--- config.mk ---
export PLATFORM = sky130hd
export DESIGN_NAME = freq_gate_ctrl
export DESIGN_NICKNAME = d
export VERILOG_FILES = /design/src/rtl/freq_gate_ctrl.sv
export SDC_FILE = /design/constraint.sdc
export NUM_CORES = 1
export LEC_CHECK = 0
export BUFFER_PORTS_ARGS = -buffer_cell sky130_fd_sc_hd__buf_2
export CAP_MARGIN = 20
export CORE_ASPECT_RATIO = 1.2
export CORE_MARGIN = 4
export CORE_UTILIZATION = 50
export CTS_CLUSTER_DIAMETER = 60
export DETAILED_ROUTE_END_ITERATION = 10
export PLACE_DENSITY_LB_ADDON = 0.25
export SETUP_SLACK_MARGIN = 0.05
export SLEW_MARGIN = 20
export SYNTH_ARGS = -nofsm -noshare
export SYNTH_HDL_FRONTEND = slang
export SYNTH_SLANG_ARGS = --single-unit
--- constraint.sdc ---
create_clock -name CLK -period 2.63 [get_ports CLK]
set_input_delay 0.1315 -clock CLK [delete_from_list [all_inputs] [get_ports CLK]]
set_output_delay 0.1315 -clock CLK [all_outputs]
set_load 0.01 [all_outputs]
--- src/rtl/freq_gate_ctrl.sv ---
// freq_gate_ctrl
// Gate-timing sequencer for the 6-digit BCD frequency counter. One measurement
// clears the F_IN counter, opens the gate for exactly GATE_CYCLES clocks, waits
// SETTLE_CYCLES for the counter to freeze, then latches Q into DISP.
//
// Ports
//   CLK    system clock, all state on the rising edge
//   RST_N  asynchronous active-low reset
//   START  level, sampled only in IDLE, starts a measurement
//   CONT   continuous mode, sampled in LATCH
//   ABORT  level, returns any active measurement to IDLE (highest priority)
//   Q      24-bit BCD count from the F_IN counter
//   ENA    counter enable (gate open)
//   CLR    counter clear, active high
//   DISP   latched result of the last completed measurement
//   DONE   one-cycle pulse while DISP holds a fresh result
//   BUSY   high whenever a measurement is in progress
//
// state  | meaning
// IDLE   | waiting for START, counter held in clear
// CLEAR  | counter clear pulse, CLR_CYCLES long
// GATE   | gate open, GATE_CYCLES long
// SETTLE | gate closed, counter output settling, SETTLE_CYCLES long
// LATCH  | single cycle, DISP freshly loaded, DONE high
module freq_gate_ctrl #(
    parameter int unsigned GATE_CYCLES   = 50_000_000,
    parameter int unsigned CLR_CYCLES    = 4,
    parameter int unsigned SETTLE_CYCLES = 8
) (
    input  logic        CLK,
    input  logic        RST_N,
    input  logic        START,
    input  logic        CONT,
    input  logic        ABORT,
    input  logic [23:0] Q,
    output logic        ENA,
    output logic        CLR,
    output logic [23:0] DISP,
    output logic        DONE,
    output logic        BUSY
);

    localparam logic [2:0] S_IDLE   = 3'd0;
    localparam logic [2:0] S_CLEAR  = 3'd1;
    localparam logic [2:0] S_GATE   = 3'd2;
    localparam logic [2:0] S_SETTLE = 3'd3;
    localparam logic [2:0] S_LATCH  = 3'd4;

    // The timer is loaded with length-1 on entry and the state is left on the
    // edge after it reaches zero, so each state lasts exactly its length.
    localparam logic [31:0] CLR_LOAD    = 32'(CLR_CYCLES - 1);
    localparam logic [31:0] GATE_LOAD   = 32'(GATE_CYCLES - 1);
    localparam logic [31:0] SETTLE_LOAD = 32'(SETTLE_CYCLES - 1);

    logic [2:0]  state_q, state_d;
    logic [31:0] timer_q, timer_d;
    logic [23:0] disp_q, disp_d;

    always_comb begin
        state_d = state_q;
        timer_d = timer_q;
        disp_d  = disp_q;

        if (timer_q != 32'd0) begin
            timer_d = timer_q - 32'd1;
        end

        case (state_q)
            S_IDLE: begin
                timer_d = 32'd0;
                if (START && !ABORT) begin
                    state_d = S_CLEAR;
                    timer_d = CLR_LOAD;
                end
            end
            S_CLEAR: begin
                if (timer_q == 32'd0) begin
                    state_d = S_GATE;
                    timer_d = GATE_LOAD;
                end
            end
            S_GATE: begin
                if (timer_q == 32'd0) begin
                    state_d = S_SETTLE;
                    timer_d = SETTLE_LOAD;
                end
            end
            S_SETTLE: begin
                // Counter has been frozen for SETTLE_CYCLES, so the unsynchronized
                // Q bus is stable and safe to sample here.
                if (timer_q == 32'd0) begin
                    state_d = S_LATCH;
                    timer_d = 32'd0;
                    disp_d  = Q;
                end
            end
            S_LATCH: begin
                timer_d = 32'd0;
                if (CONT) begin
                    state_d = S_CLEAR;
                    timer_d = CLR_LOAD;
                end else begin
                    state_d = S_IDLE;
                end
            end
            default: begin
                state_d = S_IDLE;
                timer_d = 32'd0;
            end
        endcase

        // Abort wins over every transition, including the latch of a result.
        if (ABORT && (state_q != S_IDLE)) begin
            state_d = S_IDLE;
            timer_d = 32'd0;
            disp_d  = disp_q;
        end
    end

    always_ff @(posedge CLK or negedge RST_N) begin
        if (!RST_N) begin
            state_q <= S_IDLE;
            timer_q <= 32'd0;
            disp_q  <= 24'h000000;
        end else begin
            state_q <= state_d;
            timer_q <= timer_d;
            disp_q  <= disp_d;
        end
    end

    // Moore decode straight from the state register; no input reaches an output
    // without passing through a flop.
    assign ENA  = (state_q == S_GATE);
    assign CLR  = (state_q == S_IDLE) || (state_q == S_CLEAR);
    assign DONE = (state_q == S_LATCH);
    assign BUSY = (state_q != S_IDLE);
    assign DISP = disp_q;

endmodule

==> results of run 1 <==
## path summary, 6_finish.rpt
| path | start | to | slack [ns] | cells after the start |
|---|---|---|---|---|
| hold reg to reg | DISP[23] | DISP[23] | 0.50 | 1 |
| setup reg to reg | timer_q[12] | DISP[21] | 0.18 | 6 |
| max in group asynchronous | RST_N | timer_q[20] | 1.65 | 3 |
| setup / recovery | timer_q[12] | DISP[21] | 0.18 | 6 |
| min in group asynchronous | RST_N | DISP[20] | 0.32 | 2 |
| hold / removal | Q[19] | DISP[19] | 0.02 | 2 |
## stage by stage
stage | hold WS, ns | instance area [µm²] | instances
2_1_floorplan | -0.164 | 3030 | 258
3_3_place_gp | 0.159 | 3500 | 405
3_5_place_dp | 0.153 | 3500 | 405
4_1_cts | 0.00579 | 3770 | 421
5_1_grt | 0.00524 | 3780 | 421
6_report | 0.0236 | 3780 | 421
## timing repair
item,4_1_cts,5_1_grt
hold buffers,1,0
setup endpoints to repair,0,24
endpoints found under the hold margin,23,0
resized for setup,0,1
## critical path, cell delays in order, from the launching register on
cell and delay, ns:
dfrtp_1 0.46, nor4_4 0.43, nand4_4 0.20, or3_4 0.53, nor2_8 0.14, buf_12 0.21
mux2_2 0.35
## cells by family (layout without fill, tap and decap cells)
group | after synthesis | after routing | synth area share (%)
buffers and inverters | 13 | 96 | 3.14
multiplexers | 26 | 26 | 12.1
flip-flops | 59 | 59 | 48.7
AO/OA/AOI/OAI | 37 | 37 | 8.42
AND/OR/NAND/NOR | 107 | 107 | 22.8
adder cells (fa/ha/maj) | 2 | 2 | 0.826
XOR/XNOR | 14 | 14 | 4.05
## sequential cells by signal (all words and copies together) (netlist names)
name and flops:
DISP 24, state_q 3, timer_q 32
## metal layers
metal  track usage (%)  vias to the layer above  routed length, µm
met3              5.30                       13                360
li1                  -                     1117                  -
met5                 0                        -                  0
met1              22.9                     1129               2880
met4              8.17                        0                101
met2              30.9                       63               3030
## final cells by class
cell class                 count  area (µm²)
clock inverter                 5         125
multi-input combinational    186        1470
clock buffer                  10         138
timing repair buffer          76         458
fill                         463        2000
sequential                    59        1480
inverter                       5        18.8
tap                           80         100
## layout by cell type, fill, tap and decap left out, types with 5 or more instances in the layout
cell	n
a211oi_1	13
nor3_1	17
dfrtp_1	59
clkbuf_8	10
a21oi_1	7
nor2_1	23
nor4_1	9
xnor2_1	12
nand2_1	8
buf_4	17
buf_2	56
nand3_1	13
inv_1	5
mux2_4	20
==> out/summary.txt, run 1 <==
status -> complete, no violations
Synth cell types -> 47
share of layout cells above drive strength 1 -> 37.5%
die area -> 7380 µm²
antenna cells -> 0
CTS tree -> built
Syn Inst Count -> 258
die span in y -> 93.3 µm
initial antenna violation count -> 0
Clock Latency Late Sink -> 0.33 ns
Starting Density -> 52.4%
routed vias -> 2322
worst hold path type -> input port to register
post-route clock period utilization -> 93.1%
# DRC -> 0
Die X-Extent -> 79.1 µm
Place WS -> 0.0710 ns
top cell type's share of synthesized area -> 48.7%
Total GRT Usage -> 18.8%
row count -> 30
FFs w/ async S/R, synth -> 100%
total CTS buffers -> 9
post-synthesis sequential area ratio -> 48.7%
port bufs -> 56
RSZ-0062 raised after global routing -> false
DR WL/cell -> 15.1 µm
Detail Placement HPWL -> 4590 µm
count leader, synth -> dfrtp_1
Ports -> 57
first-pass GRT wire length -> 10900 µm
Ys Warns -> 0
ys flop type -> dfrtp_1
worst-margin pin slew -> 0.559 ns
worst path arrival time -> 2.67 ns
detailed-route wire length -> 6370 µm
Crit Path Category -> register to register
FMAX -> 0.408 GHz
largest net degree at the start of global routing -> 26
Clock Pin Slew Worst Setup and Hold Paths -> 0.06 ns
final hold vios -> 0
clk root buf -> clkbuf_8
crit path max fanout -> 24
gpl congestion -> 0.799
Routed Antenna Nets -> 0
clk buf depth -> 2
Setup crit start kind -> register
maxcap violations -> 0
gr ovfl total -> 0
area leader, netlist -> dfrtp_1
Mean Syn Cell Area -> 11.7 µm²
Initial DRT Pass Iterations -> 4
setup violators final -> 0
number of global-route vias before repair -> 2317
clk sinks -> 59
final setup skew -> 0.00516 ns
Worst setup EP type -> register
top post-synthesis cells by count -> 59 x dfrtp_1, 23 x nor2_1, 20 x mux2_4, 17 x nor3_1
Final Slew Violations -> 0
Req. time, crit path -> 2.85 ns
setup ws final -> 0.182 ns
core footprint -> 5780 µm²
synth top area cells -> dfrtp_1 49%, mux2_4 9.9%, xnor2_1 3.5%, a211oi_1 3.2%, nor2_1 2.8%
Setup TNS Final -> 0 ns
number of synthesized flops with an enable pin -> 0
synthesized flop and latch total -> 59
initial DRC count -> 103
H-tree depth -> 3
final net count -> 368
DR vias/cell -> 5.52
fin util -> 65.4%
Post-CTS Setup Bufs -> 0
syn_nets -> 289
relative slew slack -> 62.8%
Post-Syn Area -> 3030 µm²
P&R area growth vs syn -> 24.8%
crit path time final -> 2.45 ns
Power of run 1 is left out: the tool's default activity adds up to more than one toggle a clock period on the data nets, which glitch-free logic cannot reach.
==> run 2, diff against run 1 <==
--- a/config.mk
+++ b/config.mk
@@ -9,7 +9,7 @@
 export CAP_MARGIN = 20
 export CORE_ASPECT_RATIO = 1.2
 export CORE_MARGIN = 4
-export CORE_UTILIZATION = 50
+export CORE_UTILIZATION = 30
 export CTS_CLUSTER_DIAMETER = 60
 export DETAILED_ROUTE_END_ITERATION = 10
 export PLACE_DENSITY_LB_ADDON = 0.25
==> constraint.sdc (replaced) <==
create_clock -name CLK -period 2.63 [get_ports CLK]
set_input_delay 0.3945 -clock CLK [delete_from_list [all_inputs] [get_ports CLK]]
set_output_delay 0.3945 -clock CLK [all_outputs]
set_load 0.01 [all_outputs]
==> out/summary.txt, run 2 (same netlist as run 1, synthesis figures left out) <==
status -> complete, no violations
commonest non-fill, non-tap cells in the layout -> 59 x dfrtp_1, 56 x buf_2, 23 x nor2_1, 21 x buf_4, 20 x mux2_4
Final Slew Violations -> 0 (unchanged)
Setup crit start kind -> register
crit path time final -> 2.46 ns (+0.00787 ns)
Setup TNS Final -> 0 ns (unchanged)
first-pass GRT wire length -> 11700 µm (+7.0%)
maxcap violations -> 0 (unchanged)
die span in y -> 118 µm (+27%)
setup violators final -> 0 (unchanged)
Die X-Extent -> 99.8 µm (+26%)
RSZ-0062 raised after global routing -> false
worst-margin pin slew -> 0.717 ns (+0.158 ns)
largest net degree at the start of global routing -> 33 (+27%)
Clock Pin Slew Worst Setup and Hold Paths -> 0.05 ns (about the same)
final net count -> 370 (+0.54%)
# DRC -> 0 (unchanged)
port bufs -> 56 (unchanged)
routed vias -> 2313 (-0.39%)
number of global-route vias before repair -> 2396 (+3.4%)
gpl congestion -> 0.805 (+0.78%)
DR WL/cell -> 15.0 µm (-1.0%)
Worst setup EP type -> register
share of layout cells above drive strength 1 -> 38.1% (+0.54 points)
CTS tree -> built
worst path arrival time -> 2.66 ns (about the same)
clk sinks -> 59 (unchanged)
die area -> 11800 µm² (+60%)
Detail Placement HPWL -> 5090 µm (+11%)
Clock Latency Late Sink -> 0.33 ns (about the same)
Ports -> 57 (unchanged)
total CTS buffers -> 9 (unchanged)
row count -> 39 (+30%)
relative slew slack -> 52.2% (-11 points)
core footprint -> 9710 µm² (+68%)
max reg flops -> 32 (unchanged)
post-route clock period utilization -> 93.4% (+0.30 points)
final setup skew -> 0.00777 ns (+0.00261 ns)
hold_buf cts -> 0 (-1)
Largest Register -> timer_q
final hold vios -> 0 (unchanged)
clk buf depth -> 2 (unchanged)
Post-CTS Resized -> 0 (unchanged)
leading cell type in the layout, fill and taps excluded -> dfrtp_1
detailed-route wire length -> 6990 µm (+9.8%)
Post-CTS Setup Bufs -> 0 (unchanged)
initial antenna violation count -> 0 (unchanged)
worst hold path type -> input port to asynchronous set/reset pin
Initial DRT Pass Iterations -> 4 (unchanged)
gr ovfl total -> 0 (unchanged)
Routed Antenna Nets -> 0 (unchanged)
Filler cells -> 955 (+110%)
antenna cells -> 0 (unchanged)
FMAX -> 0.407 GHz (-0.32%)
P&R area growth vs syn -> 27.6%
clk root buf -> clkbuf_16
Starting Density -> 31.2% (-21 points)
H-tree depth -> 3 (unchanged)
Total GRT Usage -> 12.3% (-6.5 points)
Req. time, crit path -> 2.83 ns (-0.02 ns)
Crit Path Category -> register to register
initial DRC count -> 70 (-32%)
DR vias/cell -> 4.95 (-10%)
crit path max fanout -> 16 (-33%)
run 2: final timing paths:
kind	startpoint	endpoint	slack, ns	cells after the start
max	timer_q[14]	DISP[22]	0.17	6
min	RST_N	timer_q[3]	0.13	1
max reg2reg	timer_q[14]	DISP[22]	0.17	6
min reg2reg	DISP[0]	DISP[0]	0.50	1
max in group asynchronous	RST_N	timer_q[10]	1.79	2
min in group CLK	Q[2]	DISP[2]	0.29	2
run 2: worst max-delay path, stage by stage, from the launching register on:
cell	delay, ns
dfrtp_1	0.43
nor4_4	0.46
nand4_4	0.25
or3_4	0.48
nor2_8	0.18
buf_12	0.19
mux2_2	0.34
run 2: per-stage QoR:
| stage | utilization, % | area (µm²) | hold WS (ns) | setup slack, ns | std cells |
|---|---|---|---|---|---|
| after detailed placement | 36.7 | 3570 | 0.488 | 0.136 | 451 |
| final | 39.8 | 3870 | 0.128 | 0.174 | 467 |
| after CTS | 39.8 | 3860 | 0.161 | 0.0723 | 467 |
| after floorplan | - | 3030 | 0.0989 | 0.359 | 258 |
| after global placement | 36.7 | 3570 | 0.492 | 0.200 | 451 |
| after global routing | 39.8 | 3870 | 0.196 | 0.0567 | 467 |
run 2: layout make-up:
cell class | instances | area, µm² | share of cell area, %
clock buffers | 10 | 229 | 5.92
clock inverters | 6 | 66.3 | 1.71
inverters | 5 | 18.8 | 0.485
multi-input cells | 186 | 1470 | 37.9
flip-flops and latches | 59 | 1480 | 38.2
well taps | 123 | 154 | 3.98
repair buffers | 78 | 458 | 11.8
run 2: per-layer routing:
metal  routed length (µm)  GRT usage, %  part of all wire [%]  up-vias
met3                  368          3.56                   5.3        9
met2                 3440          20.8                    49       52
met5                    0             0                     0        -
met4                   91          4.78                   1.3        0
li1                     -             -                     -     1127
met1                 3100          14.4                    44     1125
Power of run 2 is left out for the same reason.
